`config.mk`:
```
export PLATFORM = sky130hd
export DESIGN_NAME = run_sequencer
export DESIGN_NICKNAME = d
export VERILOG_FILES = /design/src/rtl/run_seq_pkg.sv /design/src/rtl/rise_detect.sv /design/src/rtl/run_sequencer.sv
export SDC_FILE = /design/constraint.sdc
export NUM_CORES = 1
export LEC_CHECK = 0
export ABC_AREA = 1
export CAP_MARGIN = 20
export CORE_AREA = 2 2 104 66
export CTS_CLUSTER_SIZE = 20
export DETAILED_ROUTE_END_ITERATION = 12
export DIE_AREA = 0 0 106 68
export MAX_ROUTING_LAYER = met4
export REMOVE_ABC_BUFFERS = 1
export SYNTH_ARGS = -nofsm -noshare
export SYNTH_HDL_FRONTEND = slang
export SYNTH_SLANG_ARGS = --single-unit
```
`constraint.sdc`:
```
create_clock -name clk -period 4.63 [get_ports clk]
set_clock_uncertainty 0.2 [all_clocks]
set_input_delay 1.1575 -clock clk [delete_from_list [all_inputs] [get_ports clk]]
set_output_delay 1.1575 -clock clk [all_outputs]
set_load 0.02 [all_outputs]
```
`src/rtl/run_seq_pkg.sv`:
```
// Shared status codes and state enumeration for the run sequencer.
package run_seq_pkg;

    localparam logic [1:0] ST_IDLE = 2'b00;
    localparam logic [1:0] ST_LOAD = 2'b10;
    localparam logic [1:0] ST_RUN  = 2'b01;
    localparam logic [1:0] ST_FIN  = 2'b11;

    typedef enum logic [2:0] {
        S_IDLE,
        S_LOAD,
        S_READY,
        S_RUN,
        S_DONE,
        S_ERROR
    } state_e;

endpackage

```
`src/rtl/rise_detect.sv`:
```
// Single-flop rising-edge detector: pulse when the input is 1 now and was 0 last cycle.
module rise_detect (
    input  logic clk,
    input  logic rst_n,
    input  logic in_i,
    output logic rise_o
);

    logic prev_q;

    always_ff @(posedge clk or negedge rst_n) begin
        if (!rst_n) prev_q <= 1'b0;
        else        prev_q <= in_i;
    end

    assign rise_o = in_i & ~prev_q;

endmodule

```
`src/rtl/run_sequencer.sv`:
```
// Host-side run sequencer: load/run/ack handshake, run-cycle counter and timeout.
module run_sequencer
    import run_seq_pkg::*;
#(
    parameter int unsigned CNT_W          = 32,
    parameter int unsigned TIMEOUT_CYCLES = 1000000
) (
    input  logic             clk,
    input  logic             rst_n,
    input  logic             load_req,
    input  logic             load_done,
    input  logic             start_req,
    input  logic             ack_req,
    input  logic             end_process,
    output logic [1:0]       status,
    output logic             load_en,
    output logic             busy,
    output logic             done,
    output logic             error,
    output logic [CNT_W-1:0] cycle_count
);

    localparam logic [CNT_W-1:0] TMO_LAST = CNT_W'(TIMEOUT_CYCLES - 1);

    state_e           state_q, state_d;
    logic [CNT_W-1:0] count_q;
    logic             loaded_q;
    logic             load_ev, start_ev, ack_ev;

    rise_detect u_rd_load  (.clk(clk), .rst_n(rst_n), .in_i(load_req),  .rise_o(load_ev));
    rise_detect u_rd_start (.clk(clk), .rst_n(rst_n), .in_i(start_req), .rise_o(start_ev));
    rise_detect u_rd_ack   (.clk(clk), .rst_n(rst_n), .in_i(ack_req),   .rise_o(ack_ev));

    always_comb begin
        state_d = state_q;
        case (state_q)
            S_IDLE:  if (load_ev) state_d = S_LOAD;
            S_LOAD:  if (load_done) state_d = S_READY;
            S_READY: begin
                if (load_ev)                    state_d = S_LOAD;
                else if (start_ev && loaded_q)  state_d = S_RUN;
            end
            // Completion beats timeout when both occur on the same edge.
            S_RUN: begin
                if (end_process)            state_d = S_DONE;
                else if (count_q == TMO_LAST) state_d = S_ERROR;
            end
            S_DONE: begin
                if (ack_ev)       state_d = S_READY;
                else if (load_ev) state_d = S_LOAD;
            end
            S_ERROR: if (ack_ev) state_d = S_IDLE;
            default: state_d = S_IDLE;
        endcase
    end

    always_ff @(posedge clk or negedge rst_n) begin
        if (!rst_n) begin
            state_q  <= S_IDLE;
            count_q  <= '0;
            loaded_q <= 1'b0;
        end else begin
            state_q <= state_d;

            // Counter keeps running on the exit edge so DONE/ERROR show the full run length.
            if (state_q != S_RUN && state_d == S_RUN) count_q <= '0;
            else if (state_q == S_RUN)                count_q <= count_q + CNT_W'(1);

            if (state_d != state_q && (state_d == S_LOAD || state_d == S_ERROR))
                loaded_q <= 1'b0;
            else if (load_done)
                loaded_q <= 1'b1;
        end
    end

    always_comb begin
        status  = ST_IDLE;
        load_en = 1'b0;
        busy    = 1'b0;
        done    = 1'b0;
        error   = 1'b0;
        case (state_q)
            S_LOAD:  begin status = ST_LOAD; load_en = 1'b1; busy = 1'b1; end
            S_RUN:   begin status = ST_RUN;  busy = 1'b1; end
            S_DONE:  begin status = ST_FIN;  done = 1'b1; end
            S_ERROR: begin status = ST_FIN;  error = 1'b1; end
            default: status = ST_IDLE;
        endcase
    end

    assign cycle_count = count_q;

endmodule
```
==> results of run 1 <==
## cell usage in the layout (no fill, tap or decap), types with 2 or more instances in the layout
cell type        instances
a21oi_1                  3
clkbuf_8                 5
clkdlybuf4s50_1         43
clkinv_2                 3
dfrtp_1                 39
inv_1                   52
inv_2                    2
nand2_1                105
nand2_2                  2
nand3_1                 51
nand3b_1                 2
nand4_1                 12
nor2_1                  49
nor2_2                   3
nor3_1                  10
nor3_2                   2
o21ai_0                  3
or2_2                    3
xor2_1                   5
## worst max-delay path: stages, from the launching register on
cell             delay (ns)
dfrtp_1                0.47
inv_2                  0.13
nand3_4                0.19
nand2_1                0.11
clkdlybuf4s50_1        0.61
## stage by stage
| step | total power, mW | instances | util (%) | hold slack [ns] |
|---|---|---|---|---|
| final | 1.522 | 493 | 47.77 | 0.3132 |
| after global routing | 1.643 | 493 | 47.77 | 0.3526 |
| after CTS | 1.532 | 493 | 47.77 | 0.3216 |
| after detailed placement | 1.298 | 485 | 46.45 | 0.3040 |
| after global placement | 1.289 | 485 | 46.45 | 0.3065 |
| after floorplan | 0.9664 | 353 | - | 0.2773 |
## worst max path at each step
| stage | depth (start not counted) | start | to |
|---|---|---|---|
| 5_1_grt | 4 | state_q[2] | status[0] |
| 2_1_floorplan | 9 | ack_req | cycle_count[23] |
| 3_3_place_gp | 10 | ack_req | cycle_count[15] |
| 4_1_cts | 4 | state_q[2] | status[0] |
| 6_report | 4 | state_q[2] | status[0] |
| 3_5_place_dp | 10 | ack_req | cycle_count[15] |
## registers in the layout (all words and copies together) (netlist names)
register and flops:
u_rd_load.prev_q 1, cycle_count 32, state_q 3, u_rd_ack.prev_q 1
u_rd_start.prev_q 1, loaded_q 1
## final cells by class
class | instances | area share, %
multi-input cells | 260 | 40.28
flip-flops and latches | 39 | 32.13
repair buffers | 45 | 14.58
inverters | 54 | 6.672
well taps | 87 | 3.583
clock buffers | 5 | 2.265
clock inverters | 3 | 0.4942
## layer usage
metal	vias up	share of wire, %	GRT usage, %
li1	1222	-	-
met1	1087	55	30.78
met2	61	38	25.00
met3	7	5.6	3.714
met4	0	0.93	5.428
met5	-	0	-
## power breakdown
part           internal, mW  leakage (nW)  switching (mW)
registers             0.431         0.522           0.127
clock network         0.103        0.0477           0.127
logic                 0.289         0.905           0.446
total                 0.823          1.47           0.700
## cell usage after synthesis (2+ instances only)
| cell type | count | area share (%) |
|---|---|---|
| o21ai_0 | 3 | 0.62 |
| xor2_1 | 5 | 1.8 |
| inv_1 | 52 | 8.0 |
| nand2_2 | 2 | 0.52 |
| buf_4 | 3 | 0.93 |
| nand4_1 | 12 | 3.1 |
| inv_2 | 2 | 0.31 |
| dfrtp_1 | 39 | 40 |
| or2_2 | 3 | 0.77 |
| nand3b_1 | 2 | 0.62 |
| nor3_1 | 10 | 2.1 |
| nor2_1 | 49 | 7.6 |
| nor3_2 | 2 | 0.82 |
| a21oi_1 | 3 | 0.62 |
| nand2_1 | 105 | 16 |
| nor2_2 | 3 | 0.77 |
| nand3_1 | 51 | 11 |
## cells by family after synthesis
family,after synthesis,synth area share (%)
and+or+nand+nor,247,46.52
buffers and inverters,58,9.428
DFF,39,40.19
AOI/OAI and AO/OA,7,1.545
xor gates and xnor gates,5,1.803
adders and majority gates,1,0.5151
==> metrics, run 1 <==
Initial DRC Count 163; maxcap violations 0; largest net degree at the start of global routing 40; Max Fclk 0.3151 GHz; IO Count 45; post-place setup slack between 1 and 1.5 ns; drc violations 0; post-DP HPWL 4.899 mm; Initial Utilization 38.19%; setup violators final 0; die area 7208 sq um; RePlAce Congestion 0.8802; Pins Over Slew Limit 0; H-tree levels 2; Worst Tran Pin Value 0.8884 ns; fin crit period 3.173 ns; clock-pin slew on the worst setup and hold paths roughly 0.080 ns; Netlist Area Pre-Place 2429 sq um; Hold Vio Cnt, Final 0; CP Capture Type output port; die span in y 68 um; vias per inst 4.822; r2r startpoint cycle_count[0]; Crit path required time 3.27 ns; Total Routing Usage GR 19.69%; Top FF cell, synth dfrtp_1; status complete, no violations; cells after synthesis 357; setup bufs post-CTS 0; reg2reg path depth 12; post-DR wirelength/cell 13.03 um; layout cells sized above 1 6.404%; Fill cells 651; number of global-route vias before repair 2109; wire length of the first global-routing pass 10.60 mm; I/O Buffers 44; root buf cell clkbuf_8; Endpoint, Worst Hold loaded_q; Avg Synthesized Cell Area slightly below 7 sq um; post-CTS resize count 0; initial antenna violation count 0; Setup TNS 0 ns; asr flop ratio synth 100.0%; Area Growth Syn to Fin 25.09%; Max VDD drop 0.2250 mV; Site Rows 23; crit path launch type flip-flop; CTS Buf Count 5; TritonRoute pass-1 iters 4; #FFs+latches synth 39; core area 6360 sq um; area of the multi-input gates 1224 sq um; Slew HR 40.77%; Final Cell Area about 3000 sq um; Setup Crit Path Kind reg -> out; r2r setup slk 2.27 ns; Distinct cells, synth 28; worst hold path type reg -> reg; Final period util between 60% and 70%; worst setup margin between 1 and 1.5 ns; reg2reg end cycle_count[21]; DP Area about 3000 sq um; final WL 6.426 mm; post-synthesis sequential area ratio 40.19%; synth warn 0; worst-path fanout max 16; Sink Count 39; Clk Latency, worst-skew pair 0.30 ns; CTS tree done; via count 2377; Arr. time, crit path 1.82 ns; Inserted Diodes 0; GRT overflow 0; CTS max path bufs 2; Sequential Area around 1000 sq um; die width about 110 um; Post-DRT Antenna Nets 0; hold path depth 2; number of flops mapped to enable cells by yosys 0; CTS Hold Bufs 0; # nets final 413; pwr dens 501.1 nW/um^2; min-delay src loaded_q; Leak 1.474 nW; RSZ-0062 raised after global routing false
(Power assumes the default switching activity.)
==> run 2, diff against run 1 <==
clock period = 3 ns   (was 4.63 ns; I/O delays follow)
==> run 2 against run 1 <==
  * Non-clock buffer count unchanged
  * Critical endpoint unchanged
  * Setup slack lost 1.2 ns
  * Combinational power is 58% higher
  * Sequential share of layout area shrank 0.17 points
  * Largest power group unchanged
==> metrics, run 2 (synthesis results as in run 1) <==
layout cells sized above 1 between 6 and 7%; Site Rows 23; vias per inst roughly 4.8; TritonRoute pass-1 iters 4; Total Routing Usage GR 19.65%; CTS Buf Count 5; Setup Crit Path Kind reg -> out; net switching power about 1.1 mW; CP Capture Type output port; I/O Buffers 44; root buf cell clkbuf_8; most common cell after layout, fill and taps aside nand2_1; Initial DRC Count 140; # nets final 413; post-DR wirelength/cell 12.87 um; share of power burned in registers 35.9%; Arr. time, crit path 1.80 ns; Initial Utilization 38.19%; post-CTS resize count 0; Leak roughly 1.5 nW; Pins Over Slew Limit 0; drc violations 0; Sink Count 39; core area 6360 sq um; Sw Share 45.03%; H-tree levels 2; Max Fclk 0.3635 GHz; clock-pin slew on the worst setup and hold paths 0.07 ns; Hold Vio Cnt, Final 0; Comb pwr share 48.8%; GRT overflow 0; Cell Chain, Critical Path inv_2 > nand3_4 > nand2_1 > clkdlybuf4s50_1; post-DP HPWL approximately 4.8 mm; worst-path fanout max 16; overall power ~2.4 mW; CTS max path bufs 2; initial antenna violation count 0; Worst path slowest cell clkdlybuf4s50_1; status complete, no violations; Crit. Startpoint state_q[2]; crit path launch type flip-flop; setup violators final 0; internal power about 1.3 mW; Crit path required time around 2.1 ns; commonest cells after routing, fill and taps aside nand2_1 (105), inv_1 (52), nand3_1 (51); Slew HR 40.74%; Inserted Diodes 0; number of flip-flops in the largest register 32; GR Util met2 ~26%; GR Layer Usage met3 about 4.1%; met1 usage in global routing 29.85%; Clk Latency, worst-skew pair between 0.2 and 0.3 ns; clock network power share about 15%; IO Count 45; CTS tree done; GRT busiest layer met1; via count 2379; CTS Hold Bufs 0; Final period util 91.70%; reg2reg path depth 12; reg2reg end cycle_count[13]; maxcap violations 0; Max VDD drop 0.3337 mV; die span in y between 60 and 70 um; number of global-route vias before repair 2143; die area 7208 sq um; Fill cells 633; setup bufs post-CTS 0; worst setup path end status[0]; RSZ-0062 raised after global routing false; wire length of the first global-routing pass 10.56 mm; pwr dens 781.1 nW/um^2; Post-DRT Antenna Nets 0; CP max stage delay 0.61 ns; Worst Tran Pin Value around 0.89 ns; largest net degree at the start of global routing 40; final WL about 6.3 mm; die width approximately 110 um; Area Growth Syn to Fin 25.76%; r2r setup slk 0.68 ns; fin crit period 2.751 ns; RePlAce Congestion 0.8848; Setup TNS 0 ns; r2r startpoint cycle_count[0]; worst hold path type reg -> reg
[run 2: cell count changes in the layout (fill, tap and decap cells not counted)]
cell | previous run | this run
clkbuf_8 | 5 | 6
buf_4 | 1 | 0
buf_12 | 0 | 1
clkinv_2 | 3 | 1
[run 2: area by class of cell]
class / count / area, sq um / share of cell area (%)
sequential: 39 / 975.9 / 31.95
clock buffer: 6 / 82.58 / 2.704
timing repair buffer: 45 / 455.4 / 14.91
multi-input combinational: 260 / 1224 / 40.07
inverter: 54 / 202.7 / 6.637
clock inverter: 1 / 5.005 / 0.1639
tap: 87 / 108.9 / 3.564
[run 2: metal layers]
metal	wire length [um]	vias up
met5	0	-
met4	90	0
met3	263	12
met2	2335	60
met1	3645	1079
li1	-	1228
[run 2: stage by stage]
step / area [sq um] / utilization (%) / hold WS, ns / instances / setup slack, ns
3_3_place_gp: 2967 / 46.65 / 0.3123 / 485 / 0.3779
6_report: 3054 / 48.02 / 0.3239 / 492 / 0.2490
4_1_cts: 3054 / 48.02 / 0.3288 / 492 / 0.2521
2_1_floorplan: 2402 / - / 0.2544 / 353 / 0.5797
3_5_place_dp: 2967 / 46.65 / 0.3122 / 485 / 0.2900
5_1_grt: 3054 / 48.02 / 0.3508 / 492 / 0.1646
[run 2: worst min path at each step]
stage / start / to / slack (ns) / depth (start not counted)
finish: cycle_count[31] / cycle_count[31] / 0.32 / 2
global route: cycle_count[31] / cycle_count[31] / 0.35 / 2
CTS: cycle_count[31] / cycle_count[31] / 0.33 / 2
detailed placement: cycle_count[31] / cycle_count[31] / 0.31 / 2
global placement: cycle_count[31] / cycle_count[31] / 0.31 / 2
floorplan: rst_n / cycle_count[0] / 0.25 / 0
[run 2: worst max-delay path, delay by kind of cell, from the launching register on]
family / cells / cell delay, ns
buffers and inverters: 2 / 0.74
DFF: 1 / 0.46
and+or+nand+nor: 2 / 0.31
[run 2: power by group through the flow]
stage          Clock, mW  Combinational, mW  Sequential [mW]
2_1_floorplan          0              0.530            0.961
6_report           0.365               1.16            0.856
3_3_place_gp           0               1.16            0.863
4_1_cts            0.378               1.17            0.852
3_5_place_dp           0               1.16            0.862
5_1_grt            0.397               1.29            0.884
==> run 3, diff against run 2 <==
ABC_AREA = default   (was 1)
CORE_AREA = 2 2 96 61   (was 2 2 104 66)
DIE_AREA = 0 0 98 63   (was 0 0 106 68)
PLACE_DENSITY = 0.67   (was default)
clock period = 2.4 ns   (was 3 ns; I/O delays follow)
==> run 3 against run 2 <==
  * First-iteration DRC count shrank 26%
  * Worst hold slack lost 0.0095 ns
  * Cell count shrank 30%
  * Global-route usage shrank 0.86 points
  * Routed wire length shrank 16%
  * Sequential power grew 41%
  * Critical path type unchanged
  * Largest power group unchanged
  * Highest routed layer unchanged
==> metrics, run 3 <==
status complete, no violations; worst-path fanout max 7; Synth top cells by count dfrtp_1 (39), o21ai_0 (27), nand4_1 (17), o211ai_1 (17), nand2_1 (15); Initial DRC Count 103; initial antenna violation count 0; area share of the largest cell type after synthesis 47.10%; layout cells sized above 1 14.29%; worst hold path type reg -> reg; Total Routing Usage GR between 10% and 20%; post-place setup slack -0.05210 ns; area leader, netlist dfrtp_1; TritonRoute pass-1 iters 4; Leak 1.217 nW; Worst Tran Pin Value approximately 0.35 ns; Inserted Diodes 0; Pins Over Slew Limit 0; core area 5334 sq um; fin crit period around 2.2 ns; ranking of synthesized cells by area dfrtp_1 (47%), o21ai_0 (6.5%), o211ai_1 (6.2%); die width 98 um; share of power burned in registers 36.9%; Arr. time, crit path between 1 and 1.5 ns; setup violators final 0; Max Fclk between 0.4 and 0.5 GHz; CTS tree done; CTS Buf Count 5; Crit path required time 1.60 ns; Placed Instances 333; RePlAce Congestion 0.8003; root buf cell clkbuf_8; Site Rows 21; Netlist Area Pre-Place 2072 sq um; Max VDD drop 0.7010 mV; RSZ-0062 raised after global routing false; kind of cell adding the most delay to the critical path buffers and inverters; die span in y 63 um; vias per inst 5.608; cells after synthesis 207; Final period util 93.58%; Clk Latency, worst-skew pair 0.29 ns; crit path launch type flip-flop; number of flops mapped to enable cells by yosys 0; largest net degree at the start of global routing 18; I/O Buffers 44; worst setup margin 0.1542 ns; post-DP HPWL 4.004 mm; number of flip-flops in the largest register 32; post-DR wirelength/cell about 16 um; Setup Crit Path Kind reg -> out; asr flop ratio synth 100.0%; CP max stage delay 0.66 ns; Top FF cell, synth dfrtp_1; Comb pwr share 48.1%; synth warn 0; Avg Synthesized Cell Area 10.01 sq um; CTS max path bufs 2; Slew HR 76.21%; critical path buffer and inverter count 1; Initial Utilization 38.85%; Final Cell Area 2830 sq um; Hold WS 0.3144 ns; final core occ 53.06%; Distinct cells, synth 41; Area Growth Syn to Fin 36.59%; post-synthesis sequential area ratio a little under half; #FFs+latches synth 39; # nets final 280; Sw Share 42.71%; most common cell after layout, fill and taps aside dfrtp_1; via count approximately 1900; number of global-route vias before repair 1806; leading cell type by number of instances after synthesis dfrtp_1; Sink Count 39; CP Capture Type output port; Hold Vio Cnt, Final 0; pwr dens 1157 nW/um^2; Final Non-Filler Cells about 340; die area roughly 6200 sq um; Cell Chain, Critical Path clkdlybuf4s50_1; GRT overflow 0; internal power 1.877 mW; IO Count 45; Post-DRT Antenna Nets 0; maxcap violations 0; wire length of the first global-routing pass roughly 9 mm; H-tree levels 2; clock-pin slew on the worst setup and hold paths 0.08 ns; net switching power around 1.4 mW; clock network power share 15.0%; commonest cells after routing, fill and taps aside dfrtp_1 (38), clkdlybuf4s50_1 (37), o21ai_0 (27); Worst path slowest cell clkdlybuf4s50_1; drc violations 0; final WL 5.341 mm; DP Area approximately 2700 sq um
-- run 3: changes by cell type in the layout (fill, tap and decap cells not counted), moves of 8 or more --
cell      change
buf_4        +20
inv_1        -49
nand2_1      -90
nand3_1      -42
nor2_1       -37
nor3_1        -8
o211ai_1     +17
o21ai_0      +24
-- run 3: per-layer routing --
metal / part of all wire [%] / global-route usage, % / up-vias / wire length, um
li1: - / - / 939 / -
met1: 54 / 29.25 / 921 / 2895
met2: 40 / 23.89 / 51 / 2144
met3: 4.7 / 4.474 / 7 / 253
met4: 0.90 / 4.861 / 0 / 48
met5: 0 / - / - / 0
-- run 3: timing repair --
item                                    4_1_cts  5_1_grt
setup buffers                                 0        0
hold buffers                                  1        0
gates resized for setup                       5        2
endpoints found under the setup margin        5        2
hold endpoints to repair                     11        0
-- run 3: cell families after synthesis --
family	share of synthesized area [%]
mux	2.959
fa+ha+maj	0.6038
xor+xnor	0.8456
simple gates	25.54
flops	47.10
compound gates	20.23
buf+inv	2.717
-- run 3: through the flow --
stage	TNS [ns]	power (mW)
5_1_grt	0	3.500
3_3_place_gp	-0.1714	2.800
6_report	0	3.275
3_5_place_dp	-0.3841	2.819
2_1_floorplan	0	1.941
4_1_cts	0	3.306
-- run 3: cell type report --
cell class / count / area [sq um]
fillers: 507 / 2504
multi-input cells: 157 / 1040
flip-flops and latches: 39 / 977.2
repair buffers: 66 / 615.6
clock buffers: 8 / 100.1
well taps: 69 / 86.33
inverters: 3 / 11.26
-- run 3: worst paths after layout --
kind                           startpoint  slack, ns  cells after the start         endpoint
setup / recovery           cycle_count[5]       0.15                      1   cycle_count[5]
hold / removal                   loaded_q       0.31                      1         loaded_q
setup reg to reg           cycle_count[0]       0.35                      6  cycle_count[22]
hold reg to reg                  loaded_q       0.31                      1         loaded_q
max in group asynchronous           rst_n       0.97                      3  cycle_count[18]
min in group asynchronous           rst_n       0.52                      2  cycle_count[20]
-- run 3: power by group through the flow --
stage / Sequential, mW / Combinational [mW] / Clock [mW]
global route: 1.26 / 1.70 / 0.537
CTS: 1.21 / 1.60 / 0.503
global placement: 1.21 / 1.59 / 0
floorplan: 1.37 / 0.570 / 0
detailed placement: 1.21 / 1.61 / 0
finish: 1.21 / 1.57 / 0.492
